==> src/rtl/debug_ram_pkg.sv <==
// Shared constants and types for the debug RAM write side and the display pipeline.
package debug_ram_pkg;

  localparam int ADDR_W = 10;
  localparam int DATA_W = 8;
  localparam int DEPTH  = 1024;
  localparam int ROW_W  = 6;
  localparam int COL_W  = 4;

  typedef enum logic {IDLE, CLEAR} state_t;

  // RAM word address is row-major: {row, col}
  function automatic logic [ADDR_W-1:0] compose_addr(input logic [ROW_W-1:0] row,
                                                     input logic [COL_W-1:0] col);
    return {row, col};
  endfunction

endpackage

==> src/rtl/rr_arb2.sv <==
// Two-way round-robin grant; the pointer remembers who was served last.
module rr_arb2 (
  input  logic       clk,
  input  logic       rst_n,
  input  logic [1:0] req,
  input  logic       enable,
  input  logic       accept,
  output logic [1:0] grant
);

  // ptr_reg=1 means r0 was served last, so r1 wins a tie
  logic ptr_reg;

  always_comb begin
    grant = 2'b00;
    if (enable) begin
      if (req == 2'b11) grant = ptr_reg ? 2'b10 : 2'b01;
      else              grant = req;
    end
  end

  always_ff @(posedge clk or negedge rst_n) begin
    if (!rst_n)      ptr_reg <= 1'b0;
    else if (accept) ptr_reg <= grant[0];
  end

endmodule

==> src/rtl/debug_ram_wr_ctrl.sv <==
// Owns debug RAM port A: arbitrates two write requesters and runs a full-RAM clear sweep.
module debug_ram_wr_ctrl #(
  parameter int ADDR_W = debug_ram_pkg::ADDR_W,
  parameter int DATA_W = debug_ram_pkg::DATA_W,
  parameter int DEPTH  = debug_ram_pkg::DEPTH
) (
  input  logic              clk,
  input  logic              rst_n,
  input  logic              clear_start,
  input  logic [DATA_W-1:0] clear_value,
  output logic              clear_busy,
  input  logic              r0_valid,
  input  logic [ADDR_W-1:0] r0_addr,
  input  logic [DATA_W-1:0] r0_data,
  output logic              r0_ready,
  input  logic              r1_valid,
  input  logic [ADDR_W-1:0] r1_addr,
  input  logic [DATA_W-1:0] r1_data,
  output logic              r1_ready,
  output logic              ram_en_a,
  output logic [ADDR_W-1:0] ram_addr_a,
  output logic [DATA_W-1:0] ram_data_a
);

  import debug_ram_pkg::*;

  localparam logic [ADDR_W-1:0] LAST_ADDR = ADDR_W'(DEPTH - 1);

  state_t     state_reg;
  logic       active_reg;
  logic [1:0] grant;
  logic       arb_en;
  logic       accept;

  // Readies stay low during reset and the clear sweep; a clear request beats any write
  assign arb_en   = active_reg && (state_reg == IDLE) && !clear_start;
  assign accept   = |(grant & {r1_valid, r0_valid});
  assign r0_ready = grant[0];
  assign r1_ready = grant[1];

  rr_arb2 u_arb (
    .clk    (clk),
    .rst_n  (rst_n),
    .req    ({r1_valid, r0_valid}),
    .enable (arb_en),
    .accept (accept),
    .grant  (grant)
  );

  // During CLEAR the address register is the sweep counter and the data register holds the fill value
  always_ff @(posedge clk or negedge rst_n) begin
    if (!rst_n) begin
      state_reg  <= IDLE;
      active_reg <= 1'b0;
      ram_en_a   <= 1'b0;
      ram_addr_a <= '0;
      ram_data_a <= '0;
      clear_busy <= 1'b0;
    end else begin
      active_reg <= 1'b1;
      if (state_reg == IDLE) begin
        if (clear_start) begin
          state_reg  <= CLEAR;
          ram_en_a   <= 1'b1;
          ram_addr_a <= '0;
          ram_data_a <= clear_value;
          clear_busy <= 1'b1;
        end else if (accept) begin
          ram_en_a   <= 1'b1;
          ram_addr_a <= grant[1] ? r1_addr : r0_addr;
          ram_data_a <= grant[1] ? r1_data : r0_data;
        end else begin
          ram_en_a <= 1'b0;
        end
      end else begin
        if (ram_addr_a == LAST_ADDR) begin
          state_reg  <= IDLE;
          ram_en_a   <= 1'b0;
          clear_busy <= 1'b0;
        end else begin
          ram_addr_a <= ram_addr_a + ADDR_W'(1);
        end
      end
    end
  end

endmodule

==> config.mk <==
export PLATFORM = sky130hd
export DESIGN_NAME = debug_ram_wr_ctrl
export DESIGN_NICKNAME = d
export VERILOG_FILES = /design/src/rtl/debug_ram_pkg.sv /design/src/rtl/rr_arb2.sv /design/src/rtl/debug_ram_wr_ctrl.sv
export SDC_FILE = /design/constraint.sdc
export NUM_CORES = 1
export LEC_CHECK = 0
export ABC_AREA = 1
export BUFFER_PORTS_ARGS = -buffer_cell sky130_fd_sc_hd__buf_2
export CORE_MARGIN = 2
export CORE_UTILIZATION = 25
export DETAILED_ROUTE_END_ITERATION = 10
export GPL_TIMING_DRIVEN = 0
export MAX_ROUTING_LAYER = met4
export PLACE_DENSITY = 0.46
export SLEW_MARGIN = 30
export SYNTH_ARGS = -nofsm -noshare
export SYNTH_HDL_FRONTEND = slang
export SYNTH_HIERARCHICAL = 1
export SYNTH_SLANG_ARGS = --single-unit
==> constraint.sdc <==
create_clock -name clk -period 2 [get_ports clk]
set_clock_uncertainty 0.15 [all_clocks]
set_input_delay 0.1 -clock clk [delete_from_list [all_inputs] [get_ports clk]]
set_output_delay 0.1 -clock clk [all_outputs]
set_load 0.01 [all_outputs]
==> results.md <==
- Outcome: finished clean
- Cells on Worst Hold Path: 3
- Residual DRC: 0
- Count of final max-slew check failures: 0
- Worst r2r path cells: 12
- Startpoint types: flop
- Largest register by flop count: ram_addr_a
- Row cnt: 28
- Period utilisation layout: 0.957
- Worst Tran Pin Value: 0.567 ns
- Drt first pass iters: 4
- Maximum vdd ir drop: 0.205 mV
- HP Class: in -> reg
- Storage cell area: 577 µm²
- Vias in the first global route: 1,499
- Clk Latency, worst-skew pair: 0.27 ns
- Clock tree root driver cell: clkbuf_8
- Synthesis Warnings: 6
- Deepest clock path buffer count: 2
- Synth area leader: dfrtp_1
- Detail Route Antenna Nets: 0
- Min Clock Period, post-route: 1.91 ns
- N_diodes: 0
- TritonCTS clock tree: yes
- Num CTS Buffers: 3
- Post-Syn Nets: 270
- Drt first-iter violations: 57
- Sequential share of the synthesized area: 0.381
- Fmax: ~520 MHz
- Die Ht: 81.8 µm
- Clock slew seen by the registers of the worst setup and hold paths: 0.09 ns
- Die width: ~82 µm
- Final core utilization: 0.392
- I/O Buffers: 70
- Cell Count, Final, Fillers Out: 390
- Global-route wire length before repair: 7490 µm
- Area contributors post-synth: dfrtp_1 (38%), nand2_1 (16%), nor2_1 (8.2%)
- Reg-to-Reg End: ram_data_a[4]
- Post-synth top area share: 0.381
- Die area: 0.00668 mm²
- Worst path required time: 2.01 ns
- GRT overflow: 0
- Final setup violation count: 0
- Setup slack, reg-to-reg: around 0.085 ns
- Relative slew slack: 0.622
- Post-DP HPWL: 3540 µm
- Syn Area/Cell: about 6.9 µm²
- Hold Startpoint: clear_value[2]
- H-Tree Depth: 1
- DR vias/cell: 4.54
- Pwr Density: ~380 mW/mm²
- Data arrival, critical path: 1.93 ns
- Synth Cell Area: 0.00151 mm²
- Synth Register Bits: 23
- NumNets Final: 366
- R2R Path Start: state_reg
- GRT Overall Usage: 0.155
- Initial core utilization: 0.257
- CP Class: reg -> reg
- WL final: 4930 µm
- Final hold violation count: 0
- Largest regs: ram_addr_a: 10 flops, ram_data_a: 8 flops
- RSZ-0062 raised after global routing: true
- DR vias: 1,770
- Share of cells above drive strength 1: 0.371
- Initial antenna violation count: 0
- Placed Instances: 365
- Mapped Cells: between 200 and 250
- Worst setup EP type: flop
- Leak: 1.24 nW
- # clock sinks: 23
- Fillers: around 640
- CP max FO: 7
- Core Area: 0.00589 mm²
- DR WL/cell: 12.6 µm
- RePlAce Congestion: 0.737
- Pin count of the biggest net entering global routing: 24
- Ports: just over 70
- Synth unique cells: 26
- Largest register FFs: 10
- Max_cap viols: 0
- End of the worst hold path: ram_data_a[2]
- Layout area overhead: 52.7%
- Area of the multi-input gates: just under 900 µm²
## metrics by stage
step           power (mW)  setup WS, ns  setup TNS (ns)  hold slack [ns]  cell area, µm²
2_1_floorplan       0.503       0.00963               0           -0.346            1530
3_3_place_gp        0.567        -0.219           -2.10          -0.0118            1970
3_5_place_dp        0.568        -0.222           -2.43          -0.0133            1970
4_1_cts             0.896      -0.00451        -0.00451          0.00450            2270
5_1_grt             0.927       -0.0166         -0.0609           0.0295            2310
6_report            0.880        0.0852               0          0.00222            2310
## how the worst max path moves through the flow
| stage | start | end | depth (start not counted) |
|---|---|---|---|
| after CTS | state_reg | ram_data_a[2] | 13 |
| after floorplan | state_reg | ram_addr_a[9] | 13 |
| after detailed placement | state_reg | ram_addr_a[9] | 13 |
| after global placement | state_reg | ram_addr_a[9] | 13 |
| after global routing | state_reg | ram_addr_a[9] | 15 |
| final | state_reg | ram_data_a[4] | 12 |
## repair_timing
action	4_1_cts	5_1_grt
pin swaps	7	4
endpoints found under the setup margin	19	19
hold buffers	10	0
cloned	2	0
endpoints found under the hold margin	32	0
gates resized for setup	17	16
setup buffers	9	1
## critical path, stage by stage, from the launching register on
cell and delay (ns):
dfrtp_2 0.47, inv_8 0.08, nand2_4 0.04, nor2_4 0.09, nand2_2 0.07, a21oi_4 0.14
buf_6 0.15, inv_8 0.04, bufbuf_16 0.26, nor2_4 0.06, nor3_1 0.04, a21oi_1 0.14
o21ai_1 0.07
## logic make-up (layout without fill, tap and decap cells)
group,after synthesis,in the layout,synth area share
compound gates,49,49,0.180
simple gates,121,121,0.343
buf+inv,25,120,0.0853
flops,23,23,0.381
fa+ha+maj,1,1,0.00828
other cells,1,1,0.00248
## final cells by class
cell class | count | area share
well taps | 75 | 0.0407
clock buffers | 3 | 0.0179
repair buffers | 92 | 0.248
multi-input cells | 172 | 0.378
clock inverters | 1 | 0.00217
inverters | 15 | 0.0320
plain buffers | 9 | 0.0314
flip-flops and latches | 23 | 0.250
## report_power, final
group | internal, mW | switching, mW | total [mW]
combinational | 0.0576 | 0.0485 | 0.106
clock | 0.139 | 0.165 | 0.304
sequential | 0.467 | 0.00222 | 0.469
total | 0.664 | 0.216 | 0.880
## cell usage after synthesis, drive strengths merged
| cell type | instances |
|---|---|
| o22ai | 2 |
| buf | 10 |
| conb | 1 |
| a21oi | 14 |
| nand2 | 66 |
| o21bai | 1 |
| nand4 | 1 |
| ha | 1 |
| o21ai | 26 |
| o211ai | 1 |
| nor2 | 35 |
| dfrtp | 23 |
| o21a | 5 |
| nand3 | 9 |
| inv | 15 |
| nor3 | 8 |
| or2 | 2 |
## metal layers
layer	part of all wire	global-route usage	routed length, µm
met4	0.017	0.0550	83
met5	0	-	0
met2	0.47	0.226	2320
met1	0.47	0.220	2320
met3	0.042	0.0176	207
## placed cells by master (no fill, tap or decap), types with 10 or more instances in the layout
| master | synthesis | layout |
|---|---|---|
| dfrtp_1 | 23 | 22 |
| nor2_1 | 33 | 30 |
| buf_2 | 5 | 74 |
| o21ai_0 | 21 | 15 |
| a21oi_1 | 14 | 12 |
| buf_4 | 3 | 11 |
| dlygate4sd3_1 | 0 | 10 |
| nand2_1 | 64 | 61 |
| inv_1 | 12 | 10 |
Note: power is estimated with default switching activity, not from simulation.
